**config.mk**
```make
export PLATFORM = sky130hd
export DESIGN_NAME = cmat2x2_sequencer
export DESIGN_NICKNAME = d
export VERILOG_FILES = /design/src/rtl/cmat2x2_sequencer.sv
export SDC_FILE = /design/constraint.sdc
export NUM_CORES = 1
export LEC_CHECK = 0
export CAP_MARGIN = 20
export CORE_MARGIN = 2
export CORE_UTILIZATION = 35
export CTS_BUF_LIST = sky130_fd_sc_hd__clkbuf_4
export DETAILED_ROUTE_END_ITERATION = 8
export PLACE_DENSITY_LB_ADDON = 0.05
export RECOVER_POWER = 100
export SYNTH_ARGS = -nofsm -noshare
export SYNTH_HDL_FRONTEND = slang
export SYNTH_SLANG_ARGS = --single-unit
```
**constraint.sdc**
```tcl
create_clock -name clk -period 11.65 [get_ports clk]
set_input_delay 2.33 -clock clk [delete_from_list [all_inputs] [get_ports clk]]
set_output_delay 2.33 -clock clk [all_outputs]
set_load 0.005 [all_outputs]
```
**src/rtl/cmat2x2_sequencer.sv**
```systemverilog
// 2x2 complex matrix product C = A x B using one shared complex multiplier.
// Operands are captured in one handshake; results stream out one element at a time under valid/ready.
module cmat2x2_sequencer #(
  parameter int W = 8
) (
  input  logic                  clk,
  input  logic                  rst,
  input  logic                  in_valid,
  output logic                  in_ready,
  input  logic [4*W-1:0]        a_real,
  input  logic [4*W-1:0]        a_imag,
  input  logic [4*W-1:0]        b_real,
  input  logic [4*W-1:0]        b_imag,
  output logic                  out_valid,
  input  logic                  out_ready,
  output logic [1:0]            out_idx,
  output logic signed [2*W+1:0] c_real,
  output logic signed [2*W+1:0] c_imag,
  output logic                  busy
);

  // state | meaning
  // IDLE  | waiting for an operand set, in_ready high
  // MUL0  | acc <= A[i][0]*B[0][j]
  // MUL1  | acc <= acc + A[i][1]*B[1][j]
  // OUT   | C[i][j] presented until out_ready
  typedef enum logic [1:0] {
    IDLE = 2'd0,
    MUL0 = 2'd1,
    MUL1 = 2'd2,
    OUT  = 2'd3
  } state_t;

  state_t state, state_nxt;

  logic [4*W-1:0]        ar_q, ai_q, br_q, bi_q;
  logic [1:0]            k;
  logic signed [2*W+1:0] acc_re, acc_im;

  logic                  phase;
  logic [1:0]            a_sel, b_sel;
  logic signed [W-1:0]   op_ar, op_ai, op_br, op_bi;
  logic signed [2*W-1:0] m_rr, m_ii, m_ri, m_ir;
  logic signed [2*W:0]   p_re, p_im;
  logic signed [2*W+1:0] p_re_x, p_im_x;
  logic                  accept, emit;

  function automatic logic signed [W-1:0] pick(input logic [4*W-1:0] v, input logic [1:0] s);
    logic signed [W-1:0] r;
    case (s)
      2'd0:    r = v[W-1:0];
      2'd1:    r = v[2*W-1:W];
      2'd2:    r = v[3*W-1:2*W];
      default: r = v[4*W-1:3*W];
    endcase
    return r;
  endfunction

  assign accept = (state == IDLE) && in_valid;
  assign emit   = (state == OUT) && out_ready;

  // Element index = 2*row + col, so A walks its row and B walks its column
  assign phase = (state == MUL1);
  assign a_sel = {k[1], phase};
  assign b_sel = {phase, k[0]};

  assign op_ar = pick(ar_q, a_sel);
  assign op_ai = pick(ai_q, a_sel);
  assign op_br = pick(br_q, b_sel);
  assign op_bi = pick(bi_q, b_sel);

  assign m_rr = op_ar * op_br;
  assign m_ii = op_ai * op_bi;
  assign m_ri = op_ar * op_bi;
  assign m_ir = op_ai * op_br;

  // Full-precision product: one guard bit so (-2^(W-1))^2 terms never wrap
  assign p_re = {m_rr[2*W-1], m_rr} - {m_ii[2*W-1], m_ii};
  assign p_im = {m_ri[2*W-1], m_ri} + {m_ir[2*W-1], m_ir};

  assign p_re_x = {p_re[2*W], p_re};
  assign p_im_x = {p_im[2*W], p_im};

  always_ff @(posedge clk or posedge rst) begin
    if (rst) state <= IDLE;
    else     state <= state_nxt;
  end

  always_comb begin
    state_nxt = state;
    in_ready  = 1'b0;
    out_valid = 1'b0;
    busy      = 1'b1;
    case (state)
      IDLE: begin
        in_ready = 1'b1;
        busy     = 1'b0;
        if (in_valid) state_nxt = MUL0;
      end
      MUL0: state_nxt = MUL1;
      MUL1: state_nxt = OUT;
      OUT: begin
        out_valid = 1'b1;
        if (out_ready) state_nxt = (k == 2'd3) ? IDLE : MUL0;
      end
      default: state_nxt = IDLE;
    endcase
  end

  always_ff @(posedge clk or posedge rst) begin
    if (rst) begin
      ar_q   <= '0;
      ai_q   <= '0;
      br_q   <= '0;
      bi_q   <= '0;
      k      <= 2'd0;
      acc_re <= '0;
      acc_im <= '0;
    end else begin
      if (accept) begin
        ar_q <= a_real;
        ai_q <= a_imag;
        br_q <= b_real;
        bi_q <= b_imag;
        k    <= 2'd0;
      end
      if (emit && (k != 2'd3)) k <= k + 2'd1;
      if (state == MUL0) begin
        acc_re <= p_re_x;
        acc_im <= p_im_x;
      end else if (state == MUL1) begin
        acc_re <= acc_re + p_re_x;
        acc_im <= acc_im + p_im_x;
      end
    end
  end

  assign out_idx = k;
  assign c_real  = acc_re;
  assign c_imag  = acc_im;

endmodule

```
==> results of run 1 <==
path summary, 6_finish.rpt:
path / from / end / slack, ps
min in group asynchronous: rst / ar_q[19]$_DFFE_PP0P_ / 3460
min reg2reg: ar_q[22]$_DFFE_PP0P_ / ar_q[22]$_DFFE_PP0P_ / 520
max: state[0]$_DFFE_PP0P_ / c_imag[15]$_DFFE_PP0P_ / 1410
max reg2reg: state[0]$_DFFE_PP0P_ / c_imag[15]$_DFFE_PP0P_ / 1410
min: ar_q[22]$_DFFE_PP0P_ / ar_q[22]$_DFFE_PP0P_ / 520
max in group asynchronous: rst / bi_q[22]$_DFFE_PP0P_ / 3060
state kept, by name, summed over array words and instances (netlist names):
register	cells
ar_q	32
c_real	18
bi_q	32
c_imag	18
out_idx	2
ai_q	32
br_q	32
state	2
cell usage after synthesis, drive strengths merged, types with 3 or more instances:
cell,number
xor2,11
fa,282
nand2,108
a211oi,5
dfrtp,168
mux2,133
and2,4
a21o,47
nor2b,9
a31oi,11
or2,8
nand3,16
o21bai,9
nor2,213
mux2i,46
a211o,3
ha,152
and3,11
a21oi,94
buf,14
o22ai,4
a21boi,3
nand2b,15
clkbuf,59
o21ai,31
nor3,21
o21a,3
a221oi,32
or3,6
o31ai,5
inv,349
or4,4
xnor2,57
nand4,3
layout make-up:
type / count / area, um2 / area share, %
Clock inverter: 15 / 220.2 / 0.9820
Inverter: 349 / 1311 / 5.847
Sequential cell: 168 / 4204 / 18.75
Tap cell: 748 / 935.9 / 4.173
Antenna cell: 1 / 2.502 / 0.01116
Clock buffer: 17 / 127.6 / 0.5691
Multi-Input combinational cell: 1375 / 13740 / 61.29
Timing Repair Buffer: 195 / 1879 / 8.380
per-stage QoR:
stage	utilization (%)	hold WS, ps	std cells	cell area (um2)
floorplan	-	478.7	1965	19530
global placement	40.11	487.7	2833	22100
detailed placement	40.12	492.5	2834	22100
CTS	40.75	529.3	2866	22450
global route	40.70	543.9	2868	22430
finish	40.70	524.9	2868	22430
layout by cell type (no fill, tap or decap), types with 17 or more instances in the layout:
cell,synthesis,layout
nor3_1,21,21
o21ai_0,30,31
dfrtp_1,168,168
mux2i_1,46,46
fa_1,282,282
inv_1,349,348
a21o_1,47,47
clkbuf_4,0,17
a221oi_1,32,32
nand2_1,108,108
ha_1,152,150
mux2_2,133,133
dlygate4sd3_1,0,42
xnor2_1,57,57
buf_4,0,19
clkdlybuf4s50_1,0,130
a21oi_1,94,94
nor2_1,213,213
per-layer routing:
metal / vias up / track usage (%) / part of all wire (%)
met5: - / 0 / 0
met4: 0 / 5.364 / 2.1
met3: 64 / 3.387 / 4.4
met2: 300 / 31.46 / 44
met1: 7094 / 30.27 / 49
li1: 6624 / - / -
worst max-delay path: cells and delay by family (launching register included):
kind	cells	cell delay [ps]
buffers and inverters	7	1590
adders and majority gates	9	3890
and+or+nand+nor	5	1950
AOI/OAI and AO/OA	8	1860
DFF	1	450
xor gates and xnor gates	2	390
cells by family after synthesis:
group	after synthesis	share of synthesized area, %
xor+xnor	70	3.281
buf+inv	422	8.113
flops	168	21.53
compound gates	267	9.016
simple gates	425	9.375
fa+ha+maj	434	38.65
mux	179	10.03
==> flow_summary.yaml, run 1 <==
outcome:
  status: "finished with violations"
  violations: "capacitance limit, slew limit"
route:
  first_pass_iters: 7
  vias: 14080
  routedWlPerCell_um: 19.53
  drtIter0Drc: 760
  ant_nets: 0
  drc: 0
  wl_um: 56020
  viasPerCell: 4.910
synth:
  async_flop_share_pct: 100.0
  synthCells: 1965
  yosysSeqAreaShare_pct: 21.53
  synth_cell_type_count: 59
  ys_dominant_reg_cell: "dfrtp_1"
  synth_top_area_share_pct: 28.91
  synth.area.top_cells: "fa_1 (29%), dfrtp_1 (22%), ha_1 (9.7%)"
  synth_fp_nets: 2531
  yosys.area.top_type: "fa_1"
  synth_edf_count: 0
  syn-cell-area_um2: 19520
  yosys_warnings: 0
  synth-seq-cells: 168
  avgSynthCellArea_um2: 9.936
floorplan:
  num_io_pins: 173
  num_rows: 86
  start_util_pct: 35.44
  dieArea_um2: 57690
  fp.dieW_um: 240.2
  die_y_um: 240.2
  coreArea_um2: 55090
grt:
  grt_max_degree: 96
  grt_pass1_wl_um: 89370
  grt_use_total_pct: 20.61
  grt_pass1_vias: 15160
  antenna_found_initial: 1
  grt_overflow_total: 0
clocking:
  cts-root-buf: "clkbuf_4"
  cts_setup_buffers: 0
  clock_sinks: 168
  clk_latency_ps: 730
  cts_buffer_depth: 2
  post_cts_resized: 0
  h-tree-depth: 4
  cts_tree: "built"
  cts_buffers: 17
  ctsHoldBuffers: 0
  clk_pin_slew_ps: 180
place:
  gp_congestion: 0.8234
  numPortBuffers: 172
  dpl.hpwl_um: 44930
  place_ws_ps: 1847
sta:
  tightest_slew_ps: 4627
  worst_clock_skew_ps: 45.41
  setup_viol: 0
  finalCritPeriodShare_pct: 87.91
  tns_ps: 0
  hold_viol_final: 0
  min_period_ps: 10240
  slew_viol_final: 338
  fin_ws_ps: 1409
  max_freq_mhz: 97.65
  worst_slew_margin_rel_pct: -210.2
  rsz0062_at_grt: "no"
hold_path:
  min-delay-path-class: "reg2reg"
  whs_path_depth: 1
setup_path:
  cp_data_required_time_ps: 12270
  arrival_ps: 10860
  crit_fanout: 17
  reg2reg_depth: 31
  worst_setup_path_end_kind: "register"
  crit_path_max_incr_delay_ps: 850
  cp_slowest_cell: "nor2_1"
  startpoint_type: "register"
  path_class: "reg2reg"
cells_and_area:
  fillers: 5493
  final_nets: 2672
  area_growth_pct: 14.85
  drive_gt1_share_pct: 9.486
run:
  drv_cap: 5
Power of run 1 is left out: the tool's default activity adds up to more than one toggle a clock period on the data nets, which glitch-free logic cannot reach.
==> run 2, diff against run 1 <==
--- a/config.mk
+++ b/config.mk
@@ -5,6 +5,7 @@
 export SDC_FILE = /design/constraint.sdc
 export NUM_CORES = 1
 export LEC_CHECK = 0
+export ABC_AREA = 1
 export CAP_MARGIN = 20
 export CORE_MARGIN = 2
 export CORE_UTILIZATION = 35
==> flow_summary.yaml, run 2 <==
outcome:
  status: "finished with violations"
  violations: "capacitance limit, slew limit"
floorplan:
  die_y_um: 246.1
  dieArea_um2: 60580
  num_rows: 88
  coreArea_um2: 57810
  num_io_pins: 173
  fp.dieW_um: 246.1
  start_util_pct: 35.50
clocking:
  post_cts_resized: 0
  cts-root-buf: "clkbuf_4"
  clock_sinks: 168
  clk_latency_ps: 770
  cts_setup_buffers: 0
  h-tree-depth: 4
  cts_buffers: 17
  clk_pin_slew_ps: 190
  ctsHoldBuffers: 0
  cts_tree: "built"
  cts_buffer_depth: 2
grt:
  grt_max_degree: 84
  grt_overflow_total: 0
  antenna_found_initial: 4
  grt_pass1_vias: 17050
  grt_use_total_pct: 21.22
  grt_pass1_wl_um: 97780
setup_path:
  cp_data_required_time_ps: 12340
  reg2reg_depth: 35
  arrival_ps: 10270
  startpoint_type: "register"
  worst_setup_path_end_kind: "register"
  crit_path_max_incr_delay_ps: 950
  cp_common_cell: "inv_1"
  path_class: "reg2reg"
  timing.rr.end: "c_real[17]$_DFFE_PP0P_"
  ff2ff_setup_slack_ps: 2060
  r2r_start: "state[0]$_DFFE_PP0P_"
  crit_fanout: 18
  endpoint: "c_real[17]$_DFFE_PP0P_"
  cp_slowest_cell: "o21ai_2"
  cp-startpoint: "state[0]$_DFFE_PP0P_"
cells_and_area:
  fillers: 5992
  stdcell_count: 3323
  area.sequential_um2: 4204
  area_growth_pct: 13.35
  final_nets: 3103
  layout_common_cells: "inv_1 (460), nand2_1 (457), fa_1 (282)"
  multiInputGateArea_um2: 14140
  final_common_cell: "inv_1"
  drive_gt1_share_pct: 8.902
  fin_area_um2: 23260
place:
  gp_congestion: 0.8954
  numPortBuffers: 172
  dpl.hpwl_um: 49400
  dp_cells: 3282
  post_dp_cell_area_um2: 22980
sta:
  whs_ps: 520.7
  worst_clock_skew_ps: 34.11
  min_period_ps: 9585
  tns_ps: 0
  max_freq_mhz: 104.3
  hold_viol_final: 0
  tightest_slew_ps: 4164
  setup_viol: 0
  slew_viol_final: 251
  finalCritPeriodShare_pct: 82.28
  rsz0062_at_grt: "no"
  worst_slew_margin_rel_pct: -177.6
synth:
  yosys.area.top_type: "fa_1"
  yosysMostFrequentCell: "inv_1"
  synth_top_area_share_pct: 27.51
  ys_dominant_reg_cell: "dfrtp_1"
  yosys_warnings: 0
  avgSynthCellArea_um2: 8.572
  async_flop_share_pct: 100.0
  synth.area.top_cells: "fa_1 (28%), dfrtp_1 (20%), ha_1 (9.3%)"
  synth_cell_type_count: 49
  synthCells: 2394
  synth-seq-cells: 168
  yosys-top-cells-count: "inv_1 (461), nand2_1 (456), fa_1 (282)"
  yosysSeqAreaShare_pct: 20.49
  syn-cell-area_um2: 20520
  synth_edf_count: 0
  synth_fp_nets: 2960
route:
  vias: 15950
  drtIter0Drc: 907
  drc: 0
  first_pass_iters: 6
  ant_nets: 0
  viasPerCell: 4.801
  wl_um: 60700
  routedWlPerCell_um: 18.27
run:
  drv_cap: 5
hold_path:
  whs_path_depth: 1
  min-delay-path-class: "reg2reg"
-- run 2: cell families (layout without fill, tap and decap cells) --
group / count (synthesis) / in the layout / synth area share (%)
flip-flops: 168 / 168 / 20.49
AND/OR/NAND/NOR: 868 / 868 / 17.37
multiplexers: 126 / 126 / 6.914
adder cells (fa/ha/maj): 434 / 434 / 36.78
other: 0 / 8 / 0
AO/OA/AOI/OAI: 229 / 229 / 6.725
XOR/XNOR: 27 / 27 / 1.152
buffers and inverters: 542 / 698 / 10.57
-- run 2: critical path: cells and delay by family (launching register included) --
family / cells / cell delay, ps
buf+inv: 9 / 1340
xor+xnor: 1 / 270
simple gates: 12 / 1760
flops: 1 / 440
fa+ha+maj: 9 / 3820
compound gates: 4 / 1880
-- run 2: area by class of cell --
cell class	instances	area share, %
multi-input cells	1684	60.81
flip-flops and latches	168	18.07
repair buffers	191	8.036
well taps	765	4.115
clock buffers	17	0.5486
diodes	8	0.08606
clock inverters	15	0.6616
inverters	475	7.670
-- run 2: per-layer routing --
metal | part of all wire (%) | track usage [%]
met5 | 0 | 0
met2 | 51 | 37.63
met1 | 44 | 27.42
met3 | 3.5 | 3.257
met4 | 1.3 | 3.939
-- run 2: worst min path at each step --
stage	slack, ps	endpoint	startpoint
after global routing	540	bi_q[7]$_DFFE_PP0P_	bi_q[7]$_DFFE_PP0P_
after floorplan	470	bi_q[16]$_DFFE_PP0P_	bi_q[16]$_DFFE_PP0P_
after global placement	480	bi_q[16]$_DFFE_PP0P_	bi_q[16]$_DFFE_PP0P_
after detailed placement	490	ar_q[20]$_DFFE_PP0P_	ar_q[20]$_DFFE_PP0P_
final	520	ar_q[19]$_DFFE_PP0P_	ar_q[19]$_DFFE_PP0P_
after CTS	520	ar_q[19]$_DFFE_PP0P_	ar_q[19]$_DFFE_PP0P_
-- run 2: stage by stage --
| step | worst slack, ps | utilization (%) |
|---|---|---|
| final | 2065 | 40.24 |
| after global routing | 1324 | 40.24 |
| after CTS | 2430 | 40.24 |
| after detailed placement | 2438 | 39.76 |
| after global placement | 2486 | 39.71 |
| after floorplan | 4177 | - |
Power of run 2 is left out for the same reason.
